--- src/rtl/hack_cpu_mc.sv ---
// Multi-cycle Hack CPU with a request/acknowledge data-memory port.
// Define HACK_CPU_HALT_EN to stop the core on a taken jump-to-self.
module hack_cpu_mc #(
   parameter int N      = 16,
   parameter int ADDR_W = 15
) (
   input  logic              clk,
   input  logic              rst,
   input  logic [N-1:0]      inROM,
   output logic [ADDR_W-1:0] PC,
   input  logic [N-1:0]      inRAM,
   output logic [N-1:0]      outRAM,
   output logic [ADDR_W-1:0] addRAM,
   output logic              enM,
   output logic              memReq,
   input  logic              memAck,
   output logic              halted
);

   typedef enum logic [2:0] {
      S_FETCH,
      S_EXEC,
      S_RD_WAIT,
      S_WR_WAIT
`ifdef HACK_CPU_HALT_EN
      , S_HALT
`endif
   } state_t;

   state_t            r_state;
   logic [N-1:0]      r_a;
   logic [N-1:0]      r_d;
   logic [N-1:0]      r_ir;
   logic [ADDR_W-1:0] r_pc;
   logic [ADDR_W-1:0] r_addr;
   logic [N-1:0]      r_out;
   logic              r_en;
   logic              r_req;

   logic              w_isc;
   logic              w_am;
   logic              w_zx, w_nx, w_zy, w_ny, w_f, w_no;
   logic              w_d1, w_d2, w_d3;
   logic              w_j1, w_j2, w_j3;
   logic [N-1:0]      w_x0, w_x1, w_y, w_y0, w_y1;
   logic [N-1:0]      w_pre;
   logic [N-1:0]      w_alu;
   logic              w_zr, w_ng, w_take;
   logic [ADDR_W-1:0] w_tgt;
   logic [ADDR_W-1:0] w_pc_inc;
   logic [ADDR_W-1:0] w_pc_nxt;
   logic [N-1:0]      w_ainst;
   logic              w_unused;

   assign w_isc = r_ir[N-1];
   assign w_am  = r_ir[12];
   assign w_zx  = r_ir[11];
   assign w_nx  = r_ir[10];
   assign w_zy  = r_ir[9];
   assign w_ny  = r_ir[8];
   assign w_f   = r_ir[7];
   assign w_no  = r_ir[6];
   assign w_d1  = r_ir[5];
   assign w_d2  = r_ir[4];
   assign w_d3  = r_ir[3];
   assign w_j1  = r_ir[2];
   assign w_j2  = r_ir[1];
   assign w_j3  = r_ir[0];
   assign w_unused = ^r_ir[N-2:13];

   // M operand is only consumed in RD_WAIT, where inRAM is valid on ack
   assign w_y   = w_am ? inRAM : r_a;
   assign w_x0  = w_zx ? '0 : r_d;
   assign w_x1  = w_nx ? ~w_x0 : w_x0;
   assign w_y0  = w_zy ? '0 : w_y;
   assign w_y1  = w_ny ? ~w_y0 : w_y0;
   assign w_pre = w_f ? (w_x1 + w_y1) : (w_x1 & w_y1);
   assign w_alu = w_no ? ~w_pre : w_pre;
   assign w_zr  = (w_alu == '0);
   assign w_ng  = w_alu[N-1];

   assign w_take   = (w_j1 & w_ng) | (w_j2 & w_zr)
                   | (w_j3 & ~w_ng & ~w_zr);
   assign w_tgt    = r_a[ADDR_W-1:0];
   assign w_pc_inc = r_pc + {{(ADDR_W-1){1'b0}}, 1'b1};
   assign w_pc_nxt = w_take ? w_tgt : w_pc_inc;
   assign w_ainst  = {1'b0, r_ir[N-2:0]};

   assign PC     = r_pc;
   assign addRAM = r_addr;
   assign outRAM = r_out;
   assign enM    = r_en;
   assign memReq = r_req;

`ifdef HACK_CPU_HALT_EN
   logic r_halt;
   assign halted = r_halt;
`else
   assign halted = 1'b0;
`endif

   always_ff @(posedge clk or negedge rst) begin
      if (!rst) begin
         r_state <= S_FETCH;
         r_a     <= '0;
         r_d     <= '0;
         r_ir    <= '0;
         r_pc    <= '0;
         r_addr  <= '0;
         r_out   <= '0;
         r_en    <= 1'b0;
         r_req   <= 1'b0;
`ifdef HACK_CPU_HALT_EN
         r_halt  <= 1'b0;
`endif
      end else begin
         unique case (r_state)
            S_FETCH: begin
               r_ir    <= inROM;
               r_state <= S_EXEC;
            end
            S_EXEC: begin
               if (!w_isc) begin
                  r_a     <= w_ainst;
                  r_pc    <= w_pc_inc;
                  r_state <= S_FETCH;
               end else if (w_am) begin
                  r_req   <= 1'b1;
                  r_en    <= 1'b0;
                  r_addr  <= w_tgt;
                  r_state <= S_RD_WAIT;
               end else begin
                  if (w_d1) r_a <= w_alu;
                  if (w_d2) r_d <= w_alu;
                  r_pc <= w_pc_nxt;
                  if (w_d3) begin
                     r_addr  <= w_tgt;
                     r_out   <= w_alu;
                     r_req   <= 1'b1;
                     r_en    <= 1'b1;
                     r_state <= S_WR_WAIT;
`ifdef HACK_CPU_HALT_EN
                  end else if (w_take && (w_tgt == r_pc)) begin
                     r_halt  <= 1'b1;
                     r_state <= S_HALT;
`endif
                  end else begin
                     r_state <= S_FETCH;
                  end
               end
            end
            S_RD_WAIT: begin
               if (memAck) begin
                  if (w_d1) r_a <= w_alu;
                  if (w_d2) r_d <= w_alu;
                  r_pc <= w_pc_nxt;
                  // read-modify-write keeps the latched address
                  if (w_d3) begin
                     r_out   <= w_alu;
                     r_en    <= 1'b1;
                     r_state <= S_WR_WAIT;
                  end else begin
                     r_req   <= 1'b0;
                     r_state <= S_FETCH;
                  end
               end
            end
            S_WR_WAIT: begin
               if (memAck) begin
                  r_req   <= 1'b0;
                  r_en    <= 1'b0;
                  r_state <= S_FETCH;
               end
            end
`ifdef HACK_CPU_HALT_EN
            S_HALT: begin
               r_req  <= 1'b0;
               r_halt <= 1'b1;
            end
`endif
            default: r_state <= S_FETCH;
         endcase
      end
   end

endmodule

--- config.mk ---
export PLATFORM = sky130hd
export DESIGN_NAME = hack_cpu_mc
export DESIGN_NICKNAME = d
export VERILOG_FILES = /design/src/rtl/hack_cpu_mc.sv
export SDC_FILE = /design/constraint.sdc
export NUM_CORES = 1
export LEC_CHECK = 0
export ABC_AREA = 1
export CAP_MARGIN = 30
export CORE_UTILIZATION = 41
export DETAILED_ROUTE_END_ITERATION = 16
export DONT_BUFFER_PORTS = 1
export GPL_TIMING_DRIVEN = 1
export PLACE_DENSITY_LB_ADDON = 0.15
export SLEW_MARGIN = 20
export SYNTH_ARGS = -nofsm -noshare
export SYNTH_HDL_FRONTEND = slang
export SYNTH_SLANG_ARGS = --single-unit
--- constraint.sdc ---
create_clock -name clk -period 3.2 [get_ports clk]
set_input_delay 0.48 -clock clk [delete_from_list [all_inputs] [get_ports clk]]
set_output_delay 0.48 -clock clk [all_outputs]
set_load 0.02 [all_outputs]
==> results of run 1 <==
[registers in the layout (all words and copies together) (netlist names)]
signal,count
r_a,16
memReq,1
PC,15
enM,1
r_d,16
r_state,2
r_ir,16
addRAM,15
outRAM,16
[cell usage after synthesis, types with 8 or more instances]
library cell / n
dfrtp_1: 98
nand4_1: 20
nand3_1: 69
o21ai_0: 103
inv_1: 113
clkbuf_1: 25
ha_1: 17
nand3_2: 22
clkbuf_8: 9
nand2_2: 33
nand2_1: 267
o22ai_1: 8
a21oi_1: 45
xor2_1: 45
nor2_1: 29
[timing repair]
item,CTS,global route
cloned,3,0
setup buffers,11,8
hold buffers,1,0
pin swaps,44,37
endpoints found under the hold margin,98,0
endpoints found under the setup margin,18,23
resized for setup,42,50
[how the worst max path moves through the flow]
stage / startpoint / endpoint / slack (ns) / depth (start not counted)
final: r_ir[9]$_DFFE_PN0P_ / PC[2]$_DFFE_PN0P_ / -0.19 / 24
after global routing: r_ir[12]$_DFFE_PN0P_ / PC[6]$_DFFE_PN0P_ / -0.39 / 25
after CTS: r_ir[12]$_DFFE_PN0P_ / PC[2]$_DFFE_PN0P_ / -0.21 / 26
after detailed placement: r_ir[12]$_DFFE_PN0P_ / PC[8]$_DFFE_PN0P_ / -0.40 / 24
after global placement: r_ir[12]$_DFFE_PN0P_ / PC[8]$_DFFE_PN0P_ / -0.35 / 24
after floorplan: r_ir[12]$_DFFE_PN0P_ / PC[0]$_DFFE_PN0P_ / -0.03 / 29
[layer usage]
| layer | routed length, um | vias to the layer above |
|---|---|---|
| li1 | - | 3371 |
| met3 | 1830 | 29 |
| met5 | 0 | - |
| met1 | 10700 | 3115 |
| met4 | 430 | 0 |
| met2 | 9550 | 234 |
[metrics by stage]
stage          worst slack (ns)  instances  TNS (ns)  area [um^2]  hold slack (ns)
2_1_floorplan           -0.0290        974    -0.280         7110            0.184
3_3_place_gp             -0.352       1267     -5.02         7970            0.189
3_5_place_dp             -0.400       1267     -5.46         7970            0.189
4_1_cts                  -0.209       1298     -2.61         8550           0.0639
5_1_grt                  -0.391       1309     -6.13         8830           0.0761
6_report                 -0.193       1309     -2.65         8830           0.0148
[area by class of cell]
| type | count | area [um^2] |
|---|---|---|
| diodes | 1 | 2.50 |
| clock buffers | 10 | 239 |
| clock inverters | 6 | 72.6 |
| fillers | 1677 | 7870 |
| inverters | 125 | 503 |
| multi-input cells | 708 | 4150 |
| flip-flops and latches | 98 | 2450 |
| well taps | 220 | 275 |
| repair buffers | 140 | 1130 |
| repair inverters | 1 | 8.76 |
[cell families (layout without fill, tap and decap cells)]
logic type	Yosys count	after routing	share of synthesized area, %
AOI/OAI and AO/OA	166	166	12.3
xor gates and xnor gates	48	48	5.94
adders and majority gates	18	18	3.29
buffers and inverters	169	282	11.1
DFF	98	98	34.6
muxes	2	2	0.318
other	1	2	0.0530
and+or+nand+nor	472	473	32.3
==> flow_metrics.tcl, run 1 <==
set metrics [dict create \
    status "finished, violations left" \
    violations "setup timing" \
    cpMaxStageDelayCell "dfrtp_1" \
    h-tree-depth 3 \
    layout_commonest_cell "nand2_1" \
    path_delay_family "simple AND/OR/NAND/NOR gates" \
    clkSinkCount 98 \
    synth-seq-cells 98 \
    dpl.hpwl_mm 16.9 \
    areaGrowthSynthToFinish_pct 24.8 \
    gp_congestion 0.900 \
    first_global_vias 6315 \
    yosysUniqueCellTypes 42 \
    critPathRequiredTime_ns 3.45 \
    yosys_warnings 0 \
    slew_headroom_pct 49.2 \
    crit_type "flip-flop to flip-flop" \
    fin_crit_ns 3.39 \
    synthFlopType "dfrtp_1" \
    crit_chain "buf_4, a21oi_2, o21ai_1, xor2_1, ha_2, inv_2, fa_2, inv_4, nand3_4, nand3_2, nand3_2, nand2_1, nand2_1, nand2_2, nand3_1, nor2_2, nand2_2, nor2_8, nand3_4, buf_12, nand4_1, nand3_2, nand2_2, nand2_1" \
    die_h_um 133 \
    rsz0062_at_grt "true" \
    final_util_pct 52.9 \
    core-area_um2 16700 \
    dr.pass1.iters 5 \
    drtIter0Drc 601 \
    cts_inserted_buffers 9 \
    cp.arrival_ns 3.64 \
    grt_pass1_wl_mm 34.9 \
    clkSlewWorstSetupHoldPaths_ns 0.08 \
    ant_nets 0 \
    met3_usage_pct 6.85 \
    synth_cells 974 \
    drive_gt1_share_pct 28.1 \
    drv_slew 0 \
    ios 84 \
    synthArstFlopShare_pct 100 \
    start_kind "flip-flop" \
    synth_area_per_cell_um2 7.27 \
    start_util_pct 42.4 \
    die_area_um2 17800 \
    avgRoutedWirePerCell_um 17.2 \
    port_buffers 0 \
    maxCapViolCount 0 \
    gr-usage-met1_pct 37.8 \
    cts_root_buf "clkbuf_16" \
    hold_violations 0 \
    cts_tree "yes" \
    top_usage_layer "met1" \
    ys_top_cells_by_area "dfrtp_1 35%, nand2_1 14%, o21ai_0 7.3%" \
    die_x_um 133 \
    reg2regPathDepth 24 \
    layout.nets 1136 \
    post-route-drc-count 0 \
    overflow 0 \
    end_kind "flip-flop" \
    seq_area_frac_synth_pct 34.6 \
    clk_latency_ns 0.36 \
    track_usage_pct 25.8 \
    setup_viol 16 \
    cts_buffer_depth 2 \
    max_stage_delay_ns 0.38 \
    drt-total-wl_mm 22.6 \
    hp-class "input port to asynchronous set/reset pin" \
    met2_usage_pct 36.9 \
    r2r_slack_ns -0.19 \
    synthDominantCellAreaShare_pct 34.6 \
    r2r_start "r_ir[9]$_DFFE_PN0P_" \
    fin_crit_sh_pct 106 \
    crit_buf_inv 4 \
    fin_skew_ns 0.0139 \
    worstReg2RegEnd "PC[2]$_DFFE_PN0P_" \
    critPathMaxFanout 8 \
    via_per_inst 5.16 \
    synthesis.nets 1027 \
    setup_slack_ns -0.193 \
    synth_edf_count 0 \
    yosys.area.top_type "dfrtp_1" \
    vias 6749 \
    fmax_mhz 295 \
    grt_start_max_net_pins 99 \
    syn_area_um2 7080 \
    antenna_found_initial 2 \
    row_count 47 \
    final_cell_mix "250 x nand2_1, 132 x buf_4, 110 x inv_1" \
    worstMarginPinSlew_ns 0.762 \
]
Power of run 1 is not shown: default switching activity piles up to over one toggle a cycle in this logic, so the estimate is an artifact.
==> run 2, diff against run 1 <==
CELL_PAD_IN_SITES_DETAIL_PLACEMENT = 0   (was unset)
CELL_PAD_IN_SITES_GLOBAL_PLACEMENT = 1   (was unset)
==> flow_metrics.tcl, run 2 (same netlist as run 1, synthesis figures left out) <==
set metrics [dict create \
    cts_root_buf "clkbuf_16" \
    setup_viol 15 \
    met3_usage_pct 6.62 \
    fin_skew_ns 0.00924 \
    die_x_um 133 \
    r2r_start "r_ir[12]$_DFFE_PN0P_" \
    drive_gt1_share_pct 29.8 \
    grt_pass1_wl_mm 34.9 \
    drtIter0Drc 485 \
    clk_latency_ns 0.36 \
    layout.nets 1154 \
    r2r_slack_ns -0.34 \
    whs_ns 0.0257 \
    critPathRequiredTime_ns 3.46 \
    worstMarginPinSlew_ns 0.816 \
    slew_headroom_pct 45.5 \
    hold_violations 0 \
    cts_inserted_buffers 9 \
    design_area_um2 9050 \
    crit_type "flip-flop to flip-flop" \
    vias 6721 \
    overflow 0 \
    start_kind "flip-flop" \
    status "finished, violations left" \
    die_area_um2 17800 \
    violations "setup timing" \
    reg2regPathDepth 24 \
    crit_chain "clkinv_4, a21oi_2, o21ai_1, xor2_1, ha_2, inv_2, fa_2, inv_2, nand2_2, buf_6, nand3_2, o21ai_2, xor2_1, nor2_1, nand3_1, nor2_2, nand2_2, nor2_8, nand3_4, buf_12, nand4_1, nand3_2, nand2_1, nand2_1" \
    dp_cells 1279 \
    drv_slew 0 \
    top_usage_layer "met2" \
    gr-usage-met1_pct 36.9 \
    drt-total-wl_mm 23.0 \
    track_usage_pct 25.8 \
    first_global_vias 6332 \
    rsz0062_at_grt "true" \
    post-route-drc-count 0 \
    setup_slack_ns -0.341 \
    clkSlewWorstSetupHoldPaths_ns 0.08 \
    cpMaxStageDelayCell "dfrtp_2" \
    ios 84 \
    antenna_found_initial 3 \
    fin_crit_sh_pct 111 \
    hp-class "input port to asynchronous set/reset pin" \
    final_cell_mix "242 x nand2_1, 143 x buf_4, 108 x inv_1" \
    layout_commonest_cell "nand2_1" \
    fmax_mhz 282 \
    cts_buffer_depth 2 \
    port_buffers 0 \
    critPathMaxFanout 8 \
    maxCapViolCount 0 \
    die_h_um 133 \
    ant_nets 0 \
    core-area_um2 16700 \
    met2_usage_pct 38.6 \
    avgRoutedWirePerCell_um 17.3 \
    fin_crit_ns 3.54 \
    grt_start_max_net_pins 99 \
    dpl.hpwl_mm 17.1 \
    crit_path_start "r_ir[12]$_DFFE_PN0P_" \
    end_kind "flip-flop" \
    start_util_pct 42.4 \
    via_per_inst 5.06 \
    dr.pass1.iters 5 \
    areaGrowthSynthToFinish_pct 27.8 \
    h-tree-depth 3 \
    cts_tree "yes" \
    cp.arrival_ns 3.80 \
    row_count 47 \
    setup_tns_ns -4.67 \
    final_cell_count_no_fill 1328 \
    gp_congestion 0.870 \
    clkSinkCount 98 \
    max_stage_delay_ns 0.43 \
    worstReg2RegEnd "PC[5]$_DFFE_PN0P_" \
    placedInstanceArea_um2 8070 \
]
## run 2: cell type report
class,instances,area (um^2)
antenna,2,5.00
clock buffer,9,225
clock inverter,7,68.8
fill,1656,7650
inverter,125,500
multi-input combinational,708,4190
sequential,98,2450
tap,220,275
timing repair buffer,158,1330
timing repair inverter,1,8.76
## run 2: worst max path at each step
stage | cells past startpoint | slack, ns | endpoint
floorplan | 29 | -0.03 | PC[0]$_DFFE_PN0P_
global placement | 27 | -0.46 | PC[8]$_DFFE_PN0P_
detailed placement | 27 | -0.47 | PC[8]$_DFFE_PN0P_
CTS | 27 | -0.25 | PC[7]$_DFFE_PN0P_
global route | 23 | -0.50 | PC[5]$_DFFE_PN0P_
finish | 24 | -0.34 | PC[5]$_DFFE_PN0P_
## run 2: critical path: cells and delay by family (launching register included)
family | cells | cell delay (ns)
simple gates | 12 | 1.25
xor+xnor | 2 | 0.34
compound gates | 3 | 0.28
flops | 1 | 0.43
fa+ha+maj | 2 | 0.57
buf+inv | 5 | 0.57
## run 2: repair_timing
action                     in CTS  in global routing
cloned                          2                  1
setup endpoints to repair      18                 22
resized for setup              29                 83
setup buffers                  14                 14
hold buffers                    1                  0
hold endpoints to repair       98                  0
pin swaps                      29                 87
## run 2: metrics by stage
step | util (%) | worst slack [ns]
final | 54.2 | -0.341
after global routing | 54.2 | -0.498
after CTS | 51.6 | -0.252
after detailed placement | 48.3 | -0.473
after global placement | 48.3 | -0.457
after floorplan | - | -0.0290
## run 2: layer usage
layer	wire, um	vias up
met5	13	-
met4	365	2
met3	1500	24
met2	10100	166
met1	11100	3125
li1	-	3404
Power of run 2 is left out for the same reason.
==> run 3, diff against run 2 <==
GPL_ROUTABILITY_DRIVEN = 0   (was unset)
==> flow_metrics.tcl, run 3 (same netlist as run 1, synthesis figures left out) <==
set metrics [dict create \
    ant_nets 0 \
    dpl.hpwl_mm 17.1 \
    fin_skew_ns 0.00710 \
    core-area_um2 16700 \
    violations "setup timing" \
    first_global_vias 6530 \
    cts_tree "yes" \
    post-route-drc-count 0 \
    hold_violations 0 \
    die_area_um2 17800 \
    cts_buffer_depth 2 \
    multiInputGateArea_um2 4460 \
    areaGrowthSynthToFinish_pct 31.8 \
    final_cell_mix "235 x nand2_1, 141 x buf_4, 105 x inv_1" \
    via_per_inst 5.14 \
    critPathRequiredTime_ns 3.46 \
    dr.pass1.iters 5 \
    clk_latency_ns 0.36 \
    avgRoutedWirePerCell_um 17.5 \
    maxCapViolCount 0 \
    cts_inserted_buffers 9 \
    clkSinkCount 98 \
    grt_pass1_wl_mm 35.5 \
    drive_gt1_share_pct 33.4 \
    overflow 0 \
    rsz0062_at_grt "true" \
    status "finished, violations left" \
    dp_worst_setup_slack_ns -0.496 \
    crit_type "flip-flop to flip-flop" \
    vias 6818 \
    ios 84 \
    fillers 1630 \
    fmax_mhz 289 \
    start_util_pct 42.4 \
    drtIter0Drc 439 \
    drv_slew 0 \
    track_usage_pct 26.2 \
    placedInstanceArea_um2 8100 \
    final_util_pct 55.9 \
    fin_crit_sh_pct 108 \
    worstMarginPinSlew_ns 0.756 \
    hp-class "input port to asynchronous set/reset pin" \
    end_kind "flip-flop" \
    port_buffers 0 \
    die_h_um 133 \
    setup_viol 16 \
    design_area_um2 9330 \
    grt_start_max_net_pins 99 \
    cp.arrival_ns 3.72 \
    slew_headroom_pct 49.5 \
    row_count 47 \
    antenna_found_initial 2 \
    drt-total-wl_mm 23.2 \
    cts_root_buf "clkbuf_16" \
    h-tree-depth 3 \
    fin_crit_ns 3.46 \
    setup_slack_ns -0.257 \
    critPathMaxFanout 8 \
    layout.nets 1154 \
    clkSlewWorstSetupHoldPaths_ns 0.08 \
    die_x_um 133 \
    seqCellArea_um2 2450 \
    layout_commonest_cell "nand2_1" \
    start_kind "flip-flop" \
]
[run 3: worst max-delay path, cell delays in order, from the launching register on]
cell and delay, ns:
dfrtp_2 0.43, clkinv_4 0.11, buf_4 0.17, a21oi_2 0.13
o21ai_1 0.09, xor2_1 0.38, ha_4 0.29, nand2_1 0.06
nand2_1 0.07, inv_1 0.05, nand2_1 0.08, a21oi_1 0.15
buf_4 0.14, nand2_1 0.06, nand2_2 0.08, nand3_4 0.08
nand3_4 0.13, nand3_4 0.08, nor2_4 0.12, nand2_2 0.08
nand2_4 0.11, nand3_4 0.17, nand2_2 0.12, nand3_2 0.05
nand2_1 0.07, nand2_1 0.04
[run 3: cell type report]
cell class / count / area share, %
multi-input cells: 708 / 47.8
flip-flops and latches: 98 / 26.3
repair buffers: 158 / 14.1
inverters: 125 / 5.36
well taps: 220 / 2.95
clock buffers: 9 / 2.41
clock inverters: 7 / 0.872
repair inverters: 1 / 0.121
diodes: 1 / 0.0268
[run 3: worst paths after layout]
check / from / end / slack (ns) / depth (start not counted)
worst max register to register: r_ir[12]$_DFFE_PN0P_ / PC[3]$_DFFE_PN0P_ / -0.26 / 25
worst max-delay path: r_ir[12]$_DFFE_PN0P_ / PC[3]$_DFFE_PN0P_ / -0.26 / 25
worst min register to register: r_d[1]$_DFFE_PN0P_ / r_d[1]$_DFFE_PN0P_ / 0.49 / 2
min in group clk: memAck / r_state[0]$_DFFE_PN0P_ / 0.22 / 1
worst min-delay path: rst / PC[0]$_DFFE_PN0P_ / 0.04 / 1
max in group asynchronous: rst / r_ir[12]$_DFFE_PN0P_ / 2.73 / 1
[run 3: layer usage]
metal / share of wire [%] / vias to the layer above / wire [um] / GRT usage (%)
li1: - / 3398 / - / -
met1: 46 / 3206 / 10800 / 36.3
met2: 44 / 175 / 10200 / 40.1
met3: 6.5 / 37 / 1510 / 6.62
met4: 2.9 / 2 / 680 / 7.89
met5: 0.056 / - / 13 / 0
[run 3: timing repair]
action	CTS	global route
resized for setup	32	131
gates cloned	2	0
hold endpoints to repair	98	0
endpoints found under the setup margin	19	25
hold buffers	1	0
buffers inserted	16	11
pin swaps	32	86
[run 3: stage by stage]
step / setup TNS [ns] / hold slack [ns] / std cells
detailed placement: -7.21 / 0.187 / 1280
global route: -6.47 / 0.0785 / 1326
global placement: -7.03 / 0.187 / 1280
finish: -3.53 / 0.0363 / 1327
floorplan: -0.280 / 0.184 / 974
CTS: -4.69 / 0.0747 / 1315
Power of run 3 is left out for the same reason.
